File: src/rtl/uart_frame_parser_pkg.sv
// Shared types and constants for the UART frame parser.
package uart_frame_parser_pkg;

  // Parser states; the values are fixed so they read the same in every tool.
  typedef enum logic [2:0] {
    HUNT    = 3'd0,
    LEN     = 3'd1,
    PAYLOAD = 3'd2,
    CSUM    = 3'd3,
    OUT     = 3'd4
  } state_t;

  // Error codes reported on err_code; ERR_NONE is only seen before the first error.
  typedef enum logic [1:0] {
    ERR_NONE    = 2'd0,
    ERR_LEN     = 2'd1,
    ERR_CSUM    = 2'd2,
    ERR_TIMEOUT = 2'd3
  } err_code_t;

  localparam logic [7:0] DEFAULT_HEADER = 8'hA5;

endpackage

File: src/rtl/uart_frame_buf.sv
// Payload buffer: MAX_LEN bytes, one synchronous write port, one combinational read port.
module uart_frame_buf #(
  parameter int MAX_LEN = 16
) (
  input  logic       clk,
  input  logic       rst_n,
  input  logic       wr_en,
  input  logic [7:0] wr_idx,
  input  logic [7:0] wr_data,
  input  logic [7:0] rd_idx,
  output logic [7:0] rd_data
);

  localparam int         AW    = (MAX_LEN > 1) ? $clog2(MAX_LEN) : 1;
  localparam logic [7:0] DEPTH = 8'(MAX_LEN);

  logic [7:0] mem [MAX_LEN];

  // Store one payload byte per write; reset wipes any partially received frame.
  always_ff @(posedge clk or negedge rst_n) begin
    if (!rst_n) begin
      for (int i = 0; i < MAX_LEN; i++) begin
        mem[i] <= '0;
      end
    end else if (wr_en && (wr_idx < DEPTH)) begin
      mem[wr_idx[AW-1:0]] <= wr_data;
    end
  end

  // Out-of-range reads return zero rather than aliasing onto a real entry.
  always_comb begin
    rd_data = '0;
    if (rd_idx < DEPTH) begin
      rd_data = mem[rd_idx[AW-1:0]];
    end
  end

endmodule

File: src/rtl/uart_frame_parser.sv
// Frame parser: header, length, payload, checksum; replays only verified payloads.
module uart_frame_parser
  import uart_frame_parser_pkg::*;
#(
  parameter int         CLK_FRE    = 50,
  parameter int         TIMEOUT_US = 1000,
  parameter logic [7:0] HEADER     = DEFAULT_HEADER,
  parameter int         MAX_LEN    = 16
) (
  input  logic        clk,
  input  logic        rst_n,
  input  logic [7:0]  rx_data,
  input  logic        rx_data_valid,
  output logic        rx_data_ready,
  output logic [7:0]  out_data,
  output logic        out_valid,
  output logic        out_last,
  input  logic        out_ready,
  output logic [7:0]  frame_len,
  output logic        frame_err,
  output logic [1:0]  err_code,
  output logic [15:0] err_cnt
);

  localparam int          TIMEOUT_CYCLES = CLK_FRE * TIMEOUT_US;
  localparam logic [31:0] TIMEOUT_LAST   = 32'(TIMEOUT_CYCLES - 1);
  localparam logic [7:0]  MAX_LEN_B      = 8'(MAX_LEN);

  state_t     state;
  state_t     next_state;
  logic       ready_q;
  logic [7:0] len_q;
  logic [7:0] sum_q;
  logic [7:0] idx_q;
  logic [7:0] rd_idx_q;
  logic [31:0] timer_q;
  logic       err_event;
  err_code_t  err_kind;
  logic       accept;
  logic       last_beat;
  logic       in_frame;
  logic       timer_expired;
  logic       buf_wr_en;
  logic [7:0] rd_data;

  assign accept        = rx_data_valid && rx_data_ready;
  assign last_beat     = (rd_idx_q == (len_q - 8'd1));
  assign in_frame      = (state == LEN) || (state == PAYLOAD) || (state == CSUM);
  assign timer_expired = (timer_q == TIMEOUT_LAST);
  assign buf_wr_en     = (state == PAYLOAD) && accept;

  uart_frame_buf #(
    .MAX_LEN (MAX_LEN)
  ) u_buf (
    .clk     (clk),
    .rst_n   (rst_n),
    .wr_en   (buf_wr_en),
    .wr_idx  (idx_q),
    .wr_data (rx_data),
    .rd_idx  (rd_idx_q),
    .rd_data (rd_data)
  );

  // State register.
  always_ff @(posedge clk or negedge rst_n) begin
    if (!rst_n) begin
      state <= HUNT;
    end else begin
      state <= next_state;
    end
  end

  // Next-state and error decode; an accepted byte always wins over a timer expiry.
  always_comb begin
    next_state = state;
    err_event  = 1'b0;
    err_kind   = ERR_NONE;
    case (state)
      HUNT: begin
        if (accept && (rx_data == HEADER)) begin
          next_state = LEN;
        end
      end
      LEN: begin
        if (accept) begin
          if ((rx_data == 8'd0) || (rx_data > MAX_LEN_B)) begin
            next_state = HUNT;
            err_event  = 1'b1;
            err_kind   = ERR_LEN;
          end else begin
            next_state = PAYLOAD;
          end
        end
      end
      PAYLOAD: begin
        if (accept && (idx_q == (len_q - 8'd1))) begin
          next_state = CSUM;
        end
      end
      CSUM: begin
        if (accept) begin
          if (rx_data == sum_q) begin
            next_state = OUT;
          end else begin
            next_state = HUNT;
            err_event  = 1'b1;
            err_kind   = ERR_CSUM;
          end
        end
      end
      OUT: begin
        if (out_ready && last_beat) begin
          next_state = HUNT;
        end
      end
      default: begin
        next_state = HUNT;
      end
    endcase
    if (in_frame && !accept && timer_expired) begin
      next_state = HUNT;
      err_event  = 1'b1;
      err_kind   = ERR_TIMEOUT;
    end
  end

  // Output decode; the replay stream is driven straight from the state register and buffer.
  always_comb begin
    out_valid     = (state == OUT);
    out_last      = (state == OUT) && last_beat;
    out_data      = (state == OUT) ? rd_data : 8'h00;
    rx_data_ready = ready_q;
  end

  // Upstream ready is registered and drops only while the frame is being replayed.
  always_ff @(posedge clk or negedge rst_n) begin
    if (!rst_n) begin
      ready_q <= 1'b0;
    end else begin
      ready_q <= (next_state != OUT);
    end
  end

  // Length, running checksum, write index and replay index bookkeeping.
  always_ff @(posedge clk or negedge rst_n) begin
    if (!rst_n) begin
      len_q     <= '0;
      sum_q     <= '0;
      idx_q     <= '0;
      rd_idx_q  <= '0;
      frame_len <= '0;
    end else begin
      case (state)
        LEN: begin
          if (accept && (next_state == PAYLOAD)) begin
            len_q <= rx_data;
            sum_q <= rx_data;
            idx_q <= '0;
          end
        end
        PAYLOAD: begin
          if (accept) begin
            sum_q <= sum_q + rx_data;
            idx_q <= idx_q + 8'd1;
          end
        end
        CSUM: begin
          if (accept && (next_state == OUT)) begin
            rd_idx_q  <= '0;
            frame_len <= len_q;
          end
        end
        OUT: begin
          if (out_ready) begin
            rd_idx_q <= rd_idx_q + 8'd1;
          end
        end
        default: begin
        end
      endcase
    end
  end

  // Inter-byte gap timer; only counts while waiting for the next byte of a frame.
  always_ff @(posedge clk or negedge rst_n) begin
    if (!rst_n) begin
      timer_q <= '0;
    end else if (in_frame && !accept && !timer_expired) begin
      timer_q <= timer_q + 32'd1;
    end else begin
      timer_q <= '0;
    end
  end

  // Error pulse, sticky error code and saturating error counter.
  always_ff @(posedge clk or negedge rst_n) begin
    if (!rst_n) begin
      frame_err <= 1'b0;
      err_code  <= 2'd0;
      err_cnt   <= 16'd0;
    end else begin
      frame_err <= err_event;
      if (err_event) begin
        err_code <= err_kind;
        if (err_cnt != 16'hFFFF) begin
          err_cnt <= err_cnt + 16'd1;
        end
      end
    end
  end

endmodule

File: config.mk
export PLATFORM = sky130hd
export DESIGN_NAME = uart_frame_parser
export DESIGN_NICKNAME = d
export VERILOG_FILES = /design/src/rtl/uart_frame_parser_pkg.sv /design/src/rtl/uart_frame_buf.sv /design/src/rtl/uart_frame_parser.sv
export SDC_FILE = /design/constraint.sdc
export NUM_CORES = 1
export LEC_CHECK = 0
export CORE_UTILIZATION = 40
export CTS_CLUSTER_SIZE = 30
export DETAILED_ROUTE_END_ITERATION = 8
export HOLD_SLACK_MARGIN = 0.05
export PLACE_DENSITY = 0.58
export SETUP_SLACK_MARGIN = 0.1
export SYNTH_ARGS = -nofsm -noshare
export SYNTH_HDL_FRONTEND = slang
export SYNTH_SLANG_ARGS = --single-unit
File: constraint.sdc
create_clock -name clk -period 2.4 [get_ports clk]
set_input_delay 0.24 -clock clk [delete_from_list [all_inputs] [get_ports clk]]
set_output_delay 0.24 -clock clk [all_outputs]
set_load 0.01 [all_outputs]
==> flow_metrics.env <==
export IMPL_status="finished with violations"
export IMPL_violations="setup timing"
export IMPL_crit_path_top_delay_cell="mux4_2"
export IMPL_io_pins=50
export IMPL_cp_depth=7
export IMPL_crit_top_cell="buf_6"
export IMPL_wire_per_inst_um=18.0
export IMPL_regArea_sq_um=5580
export IMPL_dp_hpwl_um=17300
export IMPL_num_vias=7393
export IMPL_grt_ovfl_total=0
export IMPL_worstSetupStartpointType="flip-flop"
export IMPL_crit_end="out_data[4]"
export IMPL_finalWirelength_um=25500
export IMPL_viasPerCell=5.23
export IMPL_cp_end_kind="output port"
export IMPL_multiInputGateArea_sq_um=5470
export IMPL_clockRootBuffer="clkbuf_16"
export IMPL_netlist_area_leader_share_pct=50.4
export IMPL_rrSetupSlack_ns=0.06
export IMPL_hold_class="in2async"
export IMPL_leakagePower_nw=6.53
export IMPL_cts_buffers_inserted=25
export IMPL_finalHoldViolations=0
export IMPL_grt_pass1_vias=7723
export IMPL_startpoint="rd_idx_q[0]"
export IMPL_cts_path_max_buffers=3
export IMPL_synth_xor_area_share_pct=5.78
export IMPL_place_congestion=0.812
export IMPL_die_h_um=168
export IMPL_seq_area_frac_synth_pct=50.4
export IMPL_ys_ff_latch=223
export IMPL_dr_pass1_iters=4
export IMPL_syn_to_final_growth_pct=27.9
export IMPL_fillers=2308
export IMPL_ant_nets=0
export IMPL_final_layout_size_suffix_gt1_share_pct=37.7
export IMPL_tightest_slew_ns=0.641
export IMPL_drv_cap=0
export IMPL_synth_top_family_by_area="multiplexers"
export IMPL_powerDensity_nw_per_um2=561
export IMPL_synth_fp_nets=920
export IMPL_async_reset_ff_share_pct=100
export IMPL_die_area_sq_um=28300
export IMPL_synth_compound_area_share_pct=2.67
export IMPL_crit_chain="buf_6 > buf_16 > buf_6 > mux4_2 > mux4_2 > and3_4 > buf_6"
export IMPL_synth_area_mux_share_pct=23.1
export IMPL_fin_crit_ns=2.91
export IMPL_htreeDepth=1
export IMPL_synth_simple_area_share_pct=13.6
export IMPL_die_w_um=168
export IMPL_cp_max_fo=5
export IMPL_core_area_sq_um=27000
export IMPL_diodes=0
export IMPL_grtUsageTotal_pct=18.7
export IMPL_place_port_buffers=49
export IMPL_cts_tree="yes"
export IMPL_yosysWarnings=0
export IMPL_clk_pin_slew_ns=0.06
export IMPL_cts_sinks=223
export IMPL_slew_headroom_pct=57.1
export IMPL_final_period_utilization_pct=121
export IMPL_drv_slew=0
export IMPL_drtIter0Drc=400
export IMPL_antenna_found_initial=0
export IMPL_ys_types=56
export IMPL_synth_edf_count=0
export IMPL_placed_cell_area_sq_um=12800
export IMPL_cp_arrival_ns=2.67
export IMPL_path_class="reg2out"
export IMPL_clock_skew_ns=0.0152
export IMPL_combPwrFrac_pct=4.8
export IMPL_crit_buf_inv=4
export IMPL_start_util_pct=40.9
export IMPL_grt_pass1_wl_um=42200
export IMPL_critPathRequiredTime_ns=2.16
export IMPL_p_int_mw=6.19
export IMPL_r2r_end="err_cnt[5]"
export IMPL_syn_cell_area_sq_um=11100
export IMPL_nets=1083
export IMPL_r2r_start="timer_q[20]"
export IMPL_p_total_mw=7.93
export IMPL_syn_area_per_cell_sq_um=12.4
export IMPL_grt_max_degree=62
export IMPL_yosys_top_cells_area="dfrtp_1 50%, mux2_2 13%, mux4_2 8.1%"
export IMPL_rsz0062_at_grt="true"
export IMPL_syn_inst=892
export IMPL_power_frac_seq_pct=48.1
export IMPL_ir_drop_v=0.000601
export IMPL_synth_top_flop_cell="dfrtp_1"
export IMPL_final_cell_area_sq_um=14100
export IMPL_synth_fa_ha_area_share_pct=1.88
export IMPL_hold_ws_ns=0.259
export IMPL_p_sw_mw=1.74
export IMPL_swShare_pct=22.0
export IMPL_worst_slack_ns=-0.507
export IMPL_drc=0
export IMPL_setup_viol=9
export IMPL_reg2reg_depth=8
export IMPL_p_clk_share_pct=47.1
export IMPL_slowest_delay_ns=0.53
export IMPL_cpLargestDelayFamily="multiplexers"
export IMPL_rows=60
export IMPL_clock_latency_ns=0.52
export IMPL_synth_top_cell_by_area="dfrtp_1"
export IMPL_fmax_ghz=0.344
worst reg2reg max path: cells and delay by family, from the launching register on:
family,cells,cell delay (ns)
xor gates and xnor gates,1,0.18
buffers and inverters,2,0.27
DFF,1,0.38
and+or+nand+nor,5,1.42
Yosys cell counts (2+ instances only):
library cell    n
a31oi_1         3
or3_1          12
dfrtp_1       223
and2_1          3
nand2_1        55
o21a_1          2
nor4b_1         3
nor2_1         74
ha_1           15
a2111oi_0       2
nor3_2          3
or2_2           3
a21o_1          2
nand4_1        18
o211ai_1        4
buf_6           2
nor4_4          4
nor2_2          2
inv_1          18
nor3_1         17
xnor2_1        26
mux2i_1         7
nor4_1         13
buf_1          12
xor2_1         47
mux2_1          9
and3_1         19
buf_2           6
nor4b_2         2
mux2_2        132
nand2b_1        4
o21ai_0        14
and2_0          2
nand3_1        22
or4_1           2
and4_1          4
o21bai_1        2
clkbuf_1       29
nor2b_1         6
a21oi_1        14
mux4_2         40
cells in the final DEF (no fill, tap or decap), drive strengths merged, types with 15 or more instances in the layout:
| master | Yosys | final |
|---|---|---|
| ha | 15 | 15 |
| inv | 18 | 19 |
| clkdlybuf4s50 | 0 | 38 |
| nor2 | 77 | 77 |
| nor3 | 20 | 20 |
| dfrtp | 223 | 223 |
| mux4 | 40 | 40 |
| nand2 | 55 | 55 |
| xor2 | 47 | 47 |
| buf | 20 | 145 |
| nor4 | 18 | 18 |
| nand4 | 18 | 18 |
| and3 | 19 | 19 |
| nand3 | 22 | 22 |
| mux2 | 141 | 141 |
| xnor2 | 26 | 26 |
| clkbuf | 29 | 42 |
routing by layer:
layer	track usage (%)	wire (um)	up-vias
met5	0	0	-
met4	4.58	498	0
met3	2.33	824	32
met2	29.9	11800	103
met1	26.9	12400	3741
li1	-	-	3517
cell type report:
type / count / area share (%)
multi-input cells: 602 / 38.7
clock inverters: 2 / 0.0973
well taps: 341 / 3.02
repair buffers: 185 / 12.7
clock buffers: 42 / 5.65
inverters: 18 / 0.477
flip-flops and latches: 223 / 39.5
kinds of logic after synthesis:
family | count (synthesis)
AND/OR/NAND/NOR | 277
adder cells (fa/ha/maj) | 16
flip-flops | 223
XOR/XNOR | 73
buffers and inverters | 67
multiplexers | 188
AO/OA/AOI/OAI | 48
registers in the layout, summed over array words and instances (netlist names):
signal,count
sum_q,8
rd_idx_q,8
timer_q,32
u_buf.mem,128
frame_len,8
idx_q,8
err_code,2
frame_err,1
len_q,8
rx_data_ready,1
state,3
err_cnt,16
power by group through the flow:
stage / registers (mW) / logic, mW / clock network [mW]
2_1_floorplan: 3.88 / 0.172 / 0
3_3_place_gp: 3.88 / 0.381 / 0
3_5_place_dp: 3.88 / 0.385 / 0
4_1_cts: 3.81 / 0.389 / 3.84
5_1_grt: 3.82 / 0.433 / 3.98
6_report: 3.81 / 0.383 / 3.73
worst min-delay path by stage:
stage           from          to  slack, ns
2_1_floorplan  rst_n  err_cnt[0]      -0.06
3_3_place_gp   rst_n  timer_q[4]       0.22
3_5_place_dp   rst_n  timer_q[4]       0.22
4_1_cts        rst_n  timer_q[4]       0.26
5_1_grt        rst_n  timer_q[4]       0.29
6_report       rst_n  timer_q[4]       0.26
repair_timing:
item                                    in CTS  in global routing
endpoints found under the setup margin      18                101
hold buffers                                 1                  0
gates cloned                                 2                  0
endpoints found under the hold margin       58                  0
pin swaps                                   11                 33
buffers inserted                            15                  7
gates resized for setup                     73                 33
per-stage QoR:
stage | setup slack [ns] | util (%) | cells | setup TNS (ns)
after global placement | -0.290 | 47.4 | 1345 | -7.05
final | -0.507 | 52.4 | 1413 | -3.80
after floorplan | 0.121 | - | 892 | 0
after CTS | -0.532 | 51.6 | 1407 | -4.06
after global routing | -0.569 | 52.4 | 1413 | -4.47
after detailed placement | -0.325 | 47.4 | 1345 | -7.52
(Power assumes the default switching activity.)
